<file path="config.mk">
export PLATFORM = sky130hd
export DESIGN_NAME = axis_master_burst_gen
export DESIGN_NICKNAME = d
export VERILOG_FILES = /design/src/rtl/axis_master_burst_gen.sv
export SDC_FILE = /design/constraint.sdc
export NUM_CORES = 1
export LEC_CHECK = 0
export CORE_UTILIZATION = 45
export DETAILED_ROUTE_END_ITERATION = 10
export PLACE_DENSITY = 0.7
export RECOVER_POWER = 50
export SETUP_SLACK_MARGIN = 0.02
export SYNTH_ARGS = -nofsm -noshare
export SYNTH_HDL_FRONTEND = slang
export SYNTH_SLANG_ARGS = --single-unit
</file>
<file path="constraint.sdc">
create_clock -name M_AXIS_ACLK -period 2.8 [get_ports M_AXIS_ACLK]
set_clock_uncertainty 0.1 [all_clocks]
set_input_delay 0.84 -clock M_AXIS_ACLK [delete_from_list [all_inputs] [get_ports M_AXIS_ACLK]]
set_output_delay 0.84 -clock M_AXIS_ACLK [all_outputs]
set_load 0.03 [all_outputs]
</file>
<file path="src/rtl/axis_master_burst_gen.sv">
// AXI4-Stream master traffic generator.
// After an accepted start and a programmable idle delay it emits num_frames frames of
// NUMBER_OF_OUTPUT_WORDS beats (or runs continuously when num_frames is 0), honouring
// TREADY backpressure. A level stop finishes the current frame and then returns to idle.
module axis_master_burst_gen #(
  parameter int unsigned C_M_AXIS_TDATA_WIDTH   = 32,
  parameter int unsigned C_M_START_COUNT        = 32,
  parameter int unsigned NUMBER_OF_OUTPUT_WORDS = 8,
  parameter int unsigned C_DATA_BASE            = 0
) (
  input  logic                                M_AXIS_ACLK,
  input  logic                                M_AXIS_ARESET,
  input  logic                                start,
  input  logic [15:0]                         num_frames,
  input  logic                                stop,
  output logic                                M_AXIS_TVALID,
  output logic [C_M_AXIS_TDATA_WIDTH-1:0]     M_AXIS_TDATA,
  output logic [C_M_AXIS_TDATA_WIDTH/8-1:0]   M_AXIS_TSTRB,
  output logic                                M_AXIS_TLAST,
  input  logic                                M_AXIS_TREADY,
  output logic                                busy,
  output logic                                done
);

  localparam int unsigned DW = C_M_AXIS_TDATA_WIDTH;
  localparam int unsigned WW = (NUMBER_OF_OUTPUT_WORDS > 1) ? $clog2(NUMBER_OF_OUTPUT_WORDS) : 1;
  localparam int unsigned CW = 32;

  localparam logic [WW-1:0] LAST_IDX   = WW'(NUMBER_OF_OUTPUT_WORDS - 1);
  localparam logic [DW-1:0] DATA_BASE  = DW'(C_DATA_BASE);
  localparam logic [DW-1:0] FRAME_STEP = DW'(NUMBER_OF_OUTPUT_WORDS);
  localparam logic          ONE_BEAT   = (LAST_IDX == WW'(0));

  typedef enum logic [1:0] {
    S_IDLE,
    S_WAIT,
    S_SEND
  } state_t;

  state_t        state;
  logic [CW-1:0] cnt;
  logic [15:0]   frames;
  logic [15:0]   frame_idx;
  logic [WW-1:0] word_idx;

  logic          handshake;
  logic          last_beat;
  logic          finish;
  logic [15:0]   frame_nxt;
  logic [WW-1:0] word_nxt;

  // Payload of a beat from its frame and word position, modulo the data width.
  function automatic logic [DW-1:0] beat_data(input logic [15:0] f, input logic [WW-1:0] w);
    return DATA_BASE + DW'(f) * FRAME_STEP + DW'(w);
  endfunction

  // Handshake and frame-boundary decode from registered state only (no TREADY-to-output path).
  assign handshake = M_AXIS_TVALID & M_AXIS_TREADY;
  assign last_beat = (word_idx == LAST_IDX);
  assign frame_nxt = frame_idx + 16'd1;
  assign word_nxt  = word_idx + WW'(1);
  assign finish    = stop | ((frames != 16'd0) && (frame_nxt == frames));

  // Control FSM with registered stream and status outputs.
  always_ff @(posedge M_AXIS_ACLK) begin
    if (M_AXIS_ARESET) begin
      state         <= S_IDLE;
      cnt           <= '0;
      frames        <= '0;
      frame_idx     <= '0;
      word_idx      <= '0;
      M_AXIS_TVALID <= 1'b0;
      M_AXIS_TDATA  <= '0;
      M_AXIS_TSTRB  <= '0;
      M_AXIS_TLAST  <= 1'b0;
      busy          <= 1'b0;
      done          <= 1'b0;
    end else begin
      done <= 1'b0;
      case (state)
        S_IDLE: begin
          if (start) begin
            state     <= S_WAIT;
            busy      <= 1'b1;
            cnt       <= CW'(C_M_START_COUNT);
            frames    <= num_frames;
            frame_idx <= '0;
            word_idx  <= '0;
          end
        end
        S_WAIT: begin
          if (stop) begin
            state <= S_IDLE;
            busy  <= 1'b0;
            done  <= 1'b1;
          end else if (cnt == CW'(0)) begin
            state         <= S_SEND;
            M_AXIS_TVALID <= 1'b1;
            M_AXIS_TDATA  <= DATA_BASE;
            M_AXIS_TSTRB  <= '1;
            M_AXIS_TLAST  <= ONE_BEAT;
          end else begin
            cnt <= cnt - CW'(1);
          end
        end
        S_SEND: begin
          if (handshake) begin
            if (last_beat) begin
              word_idx  <= '0;
              frame_idx <= frame_nxt;
              if (finish) begin
                state         <= S_IDLE;
                M_AXIS_TVALID <= 1'b0;
                M_AXIS_TLAST  <= 1'b0;
                M_AXIS_TSTRB  <= '0;
                M_AXIS_TDATA  <= '0;
                busy          <= 1'b0;
                done          <= 1'b1;
              end else begin
                M_AXIS_TDATA <= beat_data(frame_nxt, WW'(0));
                M_AXIS_TLAST <= ONE_BEAT;
              end
            end else begin
              word_idx     <= word_nxt;
              M_AXIS_TDATA <= beat_data(frame_idx, word_nxt);
              M_AXIS_TLAST <= (word_nxt == LAST_IDX);
            end
          end
        end
        default: state <= S_IDLE;
      endcase
    end
  end

endmodule
</file>
==> impl_results.md, run 1 <==
- Simple-gate share of the synthesized area: 28.5%
- Cell taking the most area after synthesis: dfxtp_1
- Pwr dens: 917 nW/µm²
- Fin cells: approximately 850
- Die height: 107 µm
- Core area: 10,500 µm²
- Max_cap viols: 0
- Number of placement rows: 37
- Htree depth: 3
- RSZ-0062 raised after global routing: true
- Seq pwr share: 30.9%
- R2R setup slack: 20 ps
- Int Power: 3.32 mW
- Skew-Pair Late Insertion Delay: 370 ps
- DR WL met2: 6.12 mm
- Final ANT Viol Nets: 0
- CP required: 2960 ps
- Status: completed
- Max-slew headroom: between 50% and 60%
- Largest net degree at the start of global routing: 32
- Comb power frac: a little over half
- Uppermost layer routed: met4
- Post-synthesis sequential area ratio: 37.2%
- CTS tree: built
- CP max stage delay: 410 ps
- Mean routed wirelength per cell: between 10 and 15 µm
- Setup_tns: 0 ps
- Yosys warns: 0
- Share of layout cells above drive strength 1: 19.0%
- CP max-delay cell: nor4_4
- Final wirelength: 12.7 mm
- Switching pwr: 2.50 mW
- CTS Buf Count: 9
- Gpl congestion: just over 0.9
- P&R area growth vs syn: 28.2%
- Initial DRT Pass Iterations: 5
- Root Driver: clkbuf_8
- Worst Tran Pin Value: 663 ps
- Crit start category: flip-flop
- Vias per cell: roughly 5.5
- Cell count after placement: 816
- Clk sinks: 92
- Xor and xnor fraction of the mapped netlist area: 9.55%
- EDFF count, synth: 0
- Peak supply drop: 0.779 mV
- Asr flop ratio synth: 0%
- Worst Hold Class: reg2reg
- Crit path kind: reg2reg
- Vias post-DR: 4,660
- 1st-iter DRT viols: 339
- Post-layout minimum cycle time: roughly 2800 ps
- Synth cell types: 61
- First-pass GRT wire length: 20.4 mm
- Clock-pin slew on the worst setup and hold paths: 90 ps
- WL met1: 5.57 mm
- Vias in the first global route: between 4,000 and 5,000
- Yosys reg bits: 92
- Mux contribution to synthesized area: 0.404%
- Initial Util: between 40% and 50%
- Mapped Cells: roughly 610
- Fin. max-slew vios: 0
- Fmax: 360 MHz
- CP arrival: 2940 ps
- Largest family of logic cells by synthesized area: simple AND/OR/NAND/NOR gates
- Final hold vios: 0
- Critical path peak fanout: 5
- Congestion Overflow GR: 0
- Crit share post-route: between 90 and 100%
- Clock Tree Buf Depth: 2
- DP Wirelength: 8.89 mm
- Hold buffers post-CTS: 0
- CP cell instances: nand4_1 > buf_6 > buf_12 > nor4_4 > xnor2_1 > o2111ai_2 > nor4_4 > buf_6 > nor4_4 > o21a_1 > a221o_1
- I/O Pins: 61
- Adder-cell area share of the yosys netlist: 2.27%
- Initial antenna violation count: 0
- Cell Area, Synth: 4950 µm²
- Port Buffers: 47
- Sw Ratio: between 40% and 50%
- Clk network pwr share: 15.4%
- Final routed DRC violation total: 0
- Syn_area_per_cell: 8.09 µm²
- Die area: 11,400 µm²
- Share of the synthesized area in the top cell type: 37.2%
- Leakage power: 2.53 nW
- Nets: 736
- # setup viols final: 0
- Ant diodes: 0
- Gr usage total: between 20% and 30%
- Crit path capture type: flip-flop
- Primary FF master, synth: dfxtp_1
- Die Span X: 107 µm
- Met3 WL post-DR: 778 µm
- Synth area leaders: dfxtp_1, nor2_1, xnor2_1
- Compound-gate portion of the synthesized area: approximately 16%
- CP most frequent cell: nor4_4
-- synth_stat cells (3+ instances only) --
cell type and n:
nand3_1 12, nand2b_1 11, nor3_1 22, nor4_1 17, xor2_1 19, or3_1 9, buf_4 20, a221o_1 7
o2111ai_1 4, and3_1 7, clkbuf_1 21, dfxtp_1 92, o21ai_1 8, a211oi_1 3, buf_2 8, a22oi_1 8
or4_1 4, ha_1 9, xnor2_1 35, nor2b_1 5, inv_1 10, nand2_1 69, nand4_1 6, and2_1 6
o21a_1 7, nor2_1 85, o21ai_0 20, a21oi_1 44, nor4_2 4
-- power groups by stage --
stage	Combinational [mW]	Sequential [mW]	Clock, mW
floorplan	2.05	1.78	0
CTS	2.93	1.79	0.915
finish	3.12	1.80	0.897
global route	3.43	1.83	0.967
global placement	2.81	1.79	0
detailed placement	2.87	1.81	0
-- registers in the layout (all words and copies together) (netlist names) --
signal / flops
cnt: 32
frames: 16
M_AXIS_TSTRB: 1
busy: 1
done: 1
word_idx: 3
M_AXIS_TDATA: 19
frame_idx: 16
M_AXIS_TLAST: 1
state: 2
-- layout make-up --
cell class | count | area [µm²]
Fill cell | 909 | 4160
Multi-Input combinational cell | 473 | 3020
Sequential cell | 92 | 1860
Timing Repair Buffer | 120 | 1070
Tap cell | 136 | 170
Clock buffer | 12 | 165
Inverter | 10 | 37.5
Clock inverter | 4 | 30.0
-- cells by family after synthesis --
group / count (synthesis)
AND/OR/NAND/NOR: 274
flip-flops: 92
adder cells (fa/ha/maj): 9
other: 1
multiplexers: 2
buffers and inverters: 60
XOR/XNOR: 54
AO/OA/AOI/OAI: 120
-- metrics by stage --
step / power (mW) / cell area (µm²) / util, % / worst slack (ps) / hold slack (ps)
2_1_floorplan: 3.83 / 5000 / - / 47.6 / 349
3_3_place_gp: 4.61 / 5850 / 55.7 / -108 / 337
3_5_place_dp: 4.68 / 5850 / 55.7 / -178 / 338
4_1_cts: 5.63 / 6100 / 58.0 / 17.6 / 351
5_1_grt: 6.23 / 6350 / 60.4 / -72.2 / 374
6_report: 5.82 / 6350 / 60.4 / 20.4 / 343
-- critical path: cells and delay by family (launching register included) --
family                    cells  cell delay [ps]
and+or+nand+nor               4              910
buffers and inverters         3              490
xor gates and xnor gates      1              200
AOI/OAI and AO/OA             3              630
DFF                           1              330
-- repair_timing --
| item | in CTS | in global routing |
|---|---|---|
| pin swaps | 3 | 21 |
| setup buffers | 1 | 12 |
| gates resized for setup | 7 | 39 |
| cloned | 0 | 2 |
| setup endpoints to repair | 15 | 43 |
-- final timing paths --
| kind | start | to | depth (start not counted) |
|---|---|---|---|
| worst max-delay path | frame_idx[5] | M_AXIS_TDATA[13] | 11 |
| worst min-delay path | M_AXIS_TDATA[14] | M_AXIS_TDATA[14] | 2 |
| worst max register to register | frame_idx[5] | M_AXIS_TDATA[13] | 11 |
| worst min register to register | M_AXIS_TDATA[14] | M_AXIS_TDATA[14] | 2 |
-- routing by layer --
layer | global-route usage [%] | vias to the layer above
li1 | - | 2295
met1 | 29.5 | 2188
met2 | 36.0 | 161
met3 | 4.74 | 16
met4 | 6.46 | 0
met5 | 0 | -
-- layout by cell type (no fill, tap or decap), types with 8 or more instances in the layout --
cell type,Yosys,layout
nor2_1,85,85
a21oi_1,44,44
ha_1,9,8
xor2_1,19,19
dfxtp_2,0,11
nand2_1,69,68
inv_1,10,10
or3_1,9,9
dfxtp_1,92,81
clkbuf_8,0,12
conb_1,1,13
nand2b_1,11,11
nor4_1,17,12
buf_4,20,58
a22oi_1,8,8
o21ai_0,20,20
nand3_1,12,12
clkdlybuf4s50_1,0,24
xnor2_1,35,35
dlygate4sd3_1,0,23
nor3_1,22,19
Note: power is estimated with default switching activity, not from simulation.
==> inputs of run 2 (changes only) <==
Settings changed: PLACE_DENSITY 0.7 to 0.69.
==> run 2 against run 1 <==
Compared with the run above: non-clock buffer count increased by 6; largest power group unchanged; sequential share of layout area about the same; cell count increased by 0.59%; highest routed layer unchanged.
==> impl_results.md, run 2 (synthesized netlist as in run 1, its figures left out) <==
- Htree depth: 3 (unchanged)
- Sw Ratio: 43.9% (was 43.0%)
- Clk network pwr share: 15.6% (was 15.4%)
- Clock Tree Buf Depth: 2 (unchanged)
- Final instance area: 6350 µm² (about the same)
- Largest net degree at the start of global routing: 32 (unchanged)
- Placed cell areas: 5880 µm² (was 5850 µm²)
- Final Core Density: 60.4% (about the same)
- Clock-pin slew on the worst setup and hold paths: 110 ps (was 90 ps)
- Initial antenna violation count: 0 (unchanged)
- Vias post-DR: 4,644 (was 4,660)
- Fin. max-slew vios: 0 (unchanged)
- Final ANT Viol Nets: 0 (unchanged)
- Top Registers: cnt x32, M_AXIS_TDATA x19 (unchanged)
- Root Driver: clkbuf_8 (unchanged)
- Share of layout cells above drive strength 1: 19.3% (was 19.0%)
- Die height: 107 µm (unchanged)
- Gpl congestion: 0.888 (was 0.908)
- First-pass GRT wire length: 20.8 mm (was 20.4 mm)
- Max_cap viols: 0 (unchanged)
- CP required: 2990 ps (was 2960 ps)
- Crit path kind: reg2reg (unchanged)
- Reg with most FFs: cnt (unchanged)
- Vias in the first global route: 4,320 (was 4,234)
- Initial DRT Pass Iterations: 6 (was 5)
- Vias per cell: 5.45 (was 5.50)
- Core area: 10,500 µm² (unchanged)
- # setup viols final: 0 (unchanged)
- 1st-iter DRT viols: 242 (was 339)
- Die Span X: 107 µm (unchanged)
- Final hold vios: 0 (unchanged)
- Final routed DRC violation total: 0 (unchanged)
- Number of placement rows: 37 (unchanged)
- CTS Buf Count: 9 (unchanged)
- Initial Util: 47.1% (unchanged)
- Port Buffers: 47 (unchanged)
- Skew-Pair Late Insertion Delay: 390 ps (was 370 ps)
- Hold buffers post-CTS: 0 (unchanged)
- DP Wirelength: 9.36 mm (was 8.89 mm)
- Leakage power: 2.51 nW (was 2.53 nW)
- P&R area growth vs syn: 28.2% (about the same)
- Switching pwr: 2.56 mW (was 2.50 mW)
- I/O Pins: 61 (unchanged)
- Most frequent cells in the layout: dfxtp_1, nor2_1, nand2_1 (was nor2_1, dfxtp_1, nand2_1)
- Fmax: 357 MHz (was 360 MHz)
- Crit share post-route: 100% (was 99.3%)
- Gr usage total: 23.3% (was 22.2%)
- Congestion Overflow GR: 0 (unchanged)
- Nets: 741 (was 736)
- Die area: 11,400 µm² (unchanged)
- Worst Hold Class: reg2reg (unchanged)
- Int Power: 3.27 mW (was 3.32 mW)
- Seq pwr share: 30.8% (was 30.9%)
- Peak supply drop: 0.815 mV (was 0.779 mV)
- Max-slew headroom: 56.5% (was 55.8%)
- Critical path peak fanout: 8 (was 5)
- Crit path capture type: flip-flop (unchanged)
- Post-layout minimum cycle time: 2800 ps (was 2780 ps)
- Comb power frac: 53.7% (about the same)
- Worst Tran Pin Value: 653 ps (was 663 ps)
- Mean routed wirelength per cell: 15.2 µm (was 14.9 µm)
- Crit start category: flip-flop (unchanged)
- Max reg flops: 32 (unchanged)
- Pwr dens: 920 nW/µm² (was 917 nW/µm²)
- CP arrival: 2980 ps (was 2940 ps)
- Status: completed (unchanged)
- CTS tree: built (unchanged)
- Clk sinks: 92 (unchanged)
- Final wirelength: 12.9 mm (was 12.7 mm)
- Commonest non-fill, non-tap cell in the layout: dfxtp_1 (was nor2_1)
- Ant diodes: 0 (unchanged)
- RSZ-0062 raised after global routing: true (unchanged)
## run 2: cell types whose count changed in the layout (fill, tap and decap cells not counted), sizes merged
cell | previous run | this run
buf | 66 | 75
clkbuf | 19 | 13
clkinv | 1 | 2
clkinvlp | 1 | 2
inv | 12 | 13
nand2 | 71 | 70
## run 2: worst paths after layout
check                                   endpoint  slack, ps  cells past startpoint        startpoint
worst max-delay path            M_AXIS_TDATA[16]          1                     11      frame_idx[4]
worst min-delay path            M_AXIS_TDATA[14]        350                      2  M_AXIS_TDATA[14]
worst max register to register  M_AXIS_TDATA[16]          1                     11      frame_idx[4]
worst min register to register  M_AXIS_TDATA[14]        350                      2  M_AXIS_TDATA[14]
## run 2: routing by layer
layer | routed length [µm] | track usage, %
met5 | 0 | 0
met4 | 205 | 7.53
met3 | 719 | 5.53
met2 | 6300 | 39.4
met1 | 5720 | 29.2
## run 2: worst max-delay path, cell delays in order, from the launching register on
cell and delay, ps:
dfxtp_2 350, nand4_1 210, buf_6 220, nor4_4 350
xnor2_1 190, o2111ai_2 170, nor4_4 290, buf_4 170
or2_4 150, nor3_4 50, buf_12 140, a221o_1 300
## run 2: metrics by stage
stage                     std cells  TNS, ps  hold WS (ps)  power, mW  setup WS (ps)
after floorplan                 624        0           349       3.83           47.6
final                           852        0           348       5.84           1.23
after global routing            852     -935           368       6.23           -121
after CTS                       842        0           354       5.63           7.85
after detailed placement        822     -865           341       4.69          -91.5
after global placement          822    -69.6           335       4.57          -43.5
## run 2: power groups by stage
| stage | logic [mW] | clock network, mW | registers, mW |
|---|---|---|---|
| 5_1_grt | 3.43 | 0.973 | 1.83 |
| 4_1_cts | 2.92 | 0.926 | 1.79 |
| 2_1_floorplan | 2.05 | 0 | 1.78 |
| 3_3_place_gp | 2.78 | 0 | 1.79 |
| 3_5_place_dp | 2.88 | 0 | 1.81 |
| 6_report | 3.13 | 0.909 | 1.80 |
## run 2: repair_timing
| item | 4_1_cts | 5_1_grt |
|---|---|---|
| setup buffers | 4 | 11 |
| gates resized for setup | 9 | 30 |
| pin swaps | 3 | 11 |
| cloned | 0 | 0 |
| setup endpoints to repair | 18 | 40 |
## run 2: cell type report
class	instances	area, µm²
Tap cell	136	170
Inverter	10	37.5
Clock inverter	7	71.3
Sequential cell	92	1850
Fill cell	915	4160
Timing Repair Buffer	126	1100
Clock buffer	9	124
Multi-Input combinational cell	472	2990
==> inputs of run 3 (changes only) <==
Settings changed: CTS_BUF_LIST from default to sky130_fd_sc_hd__clkbuf_4 sky130_fd_sc_hd__clkbuf_8.
==> results of run 3 <==
No change in the layout: final DEF, timing and power equal those of run 2.
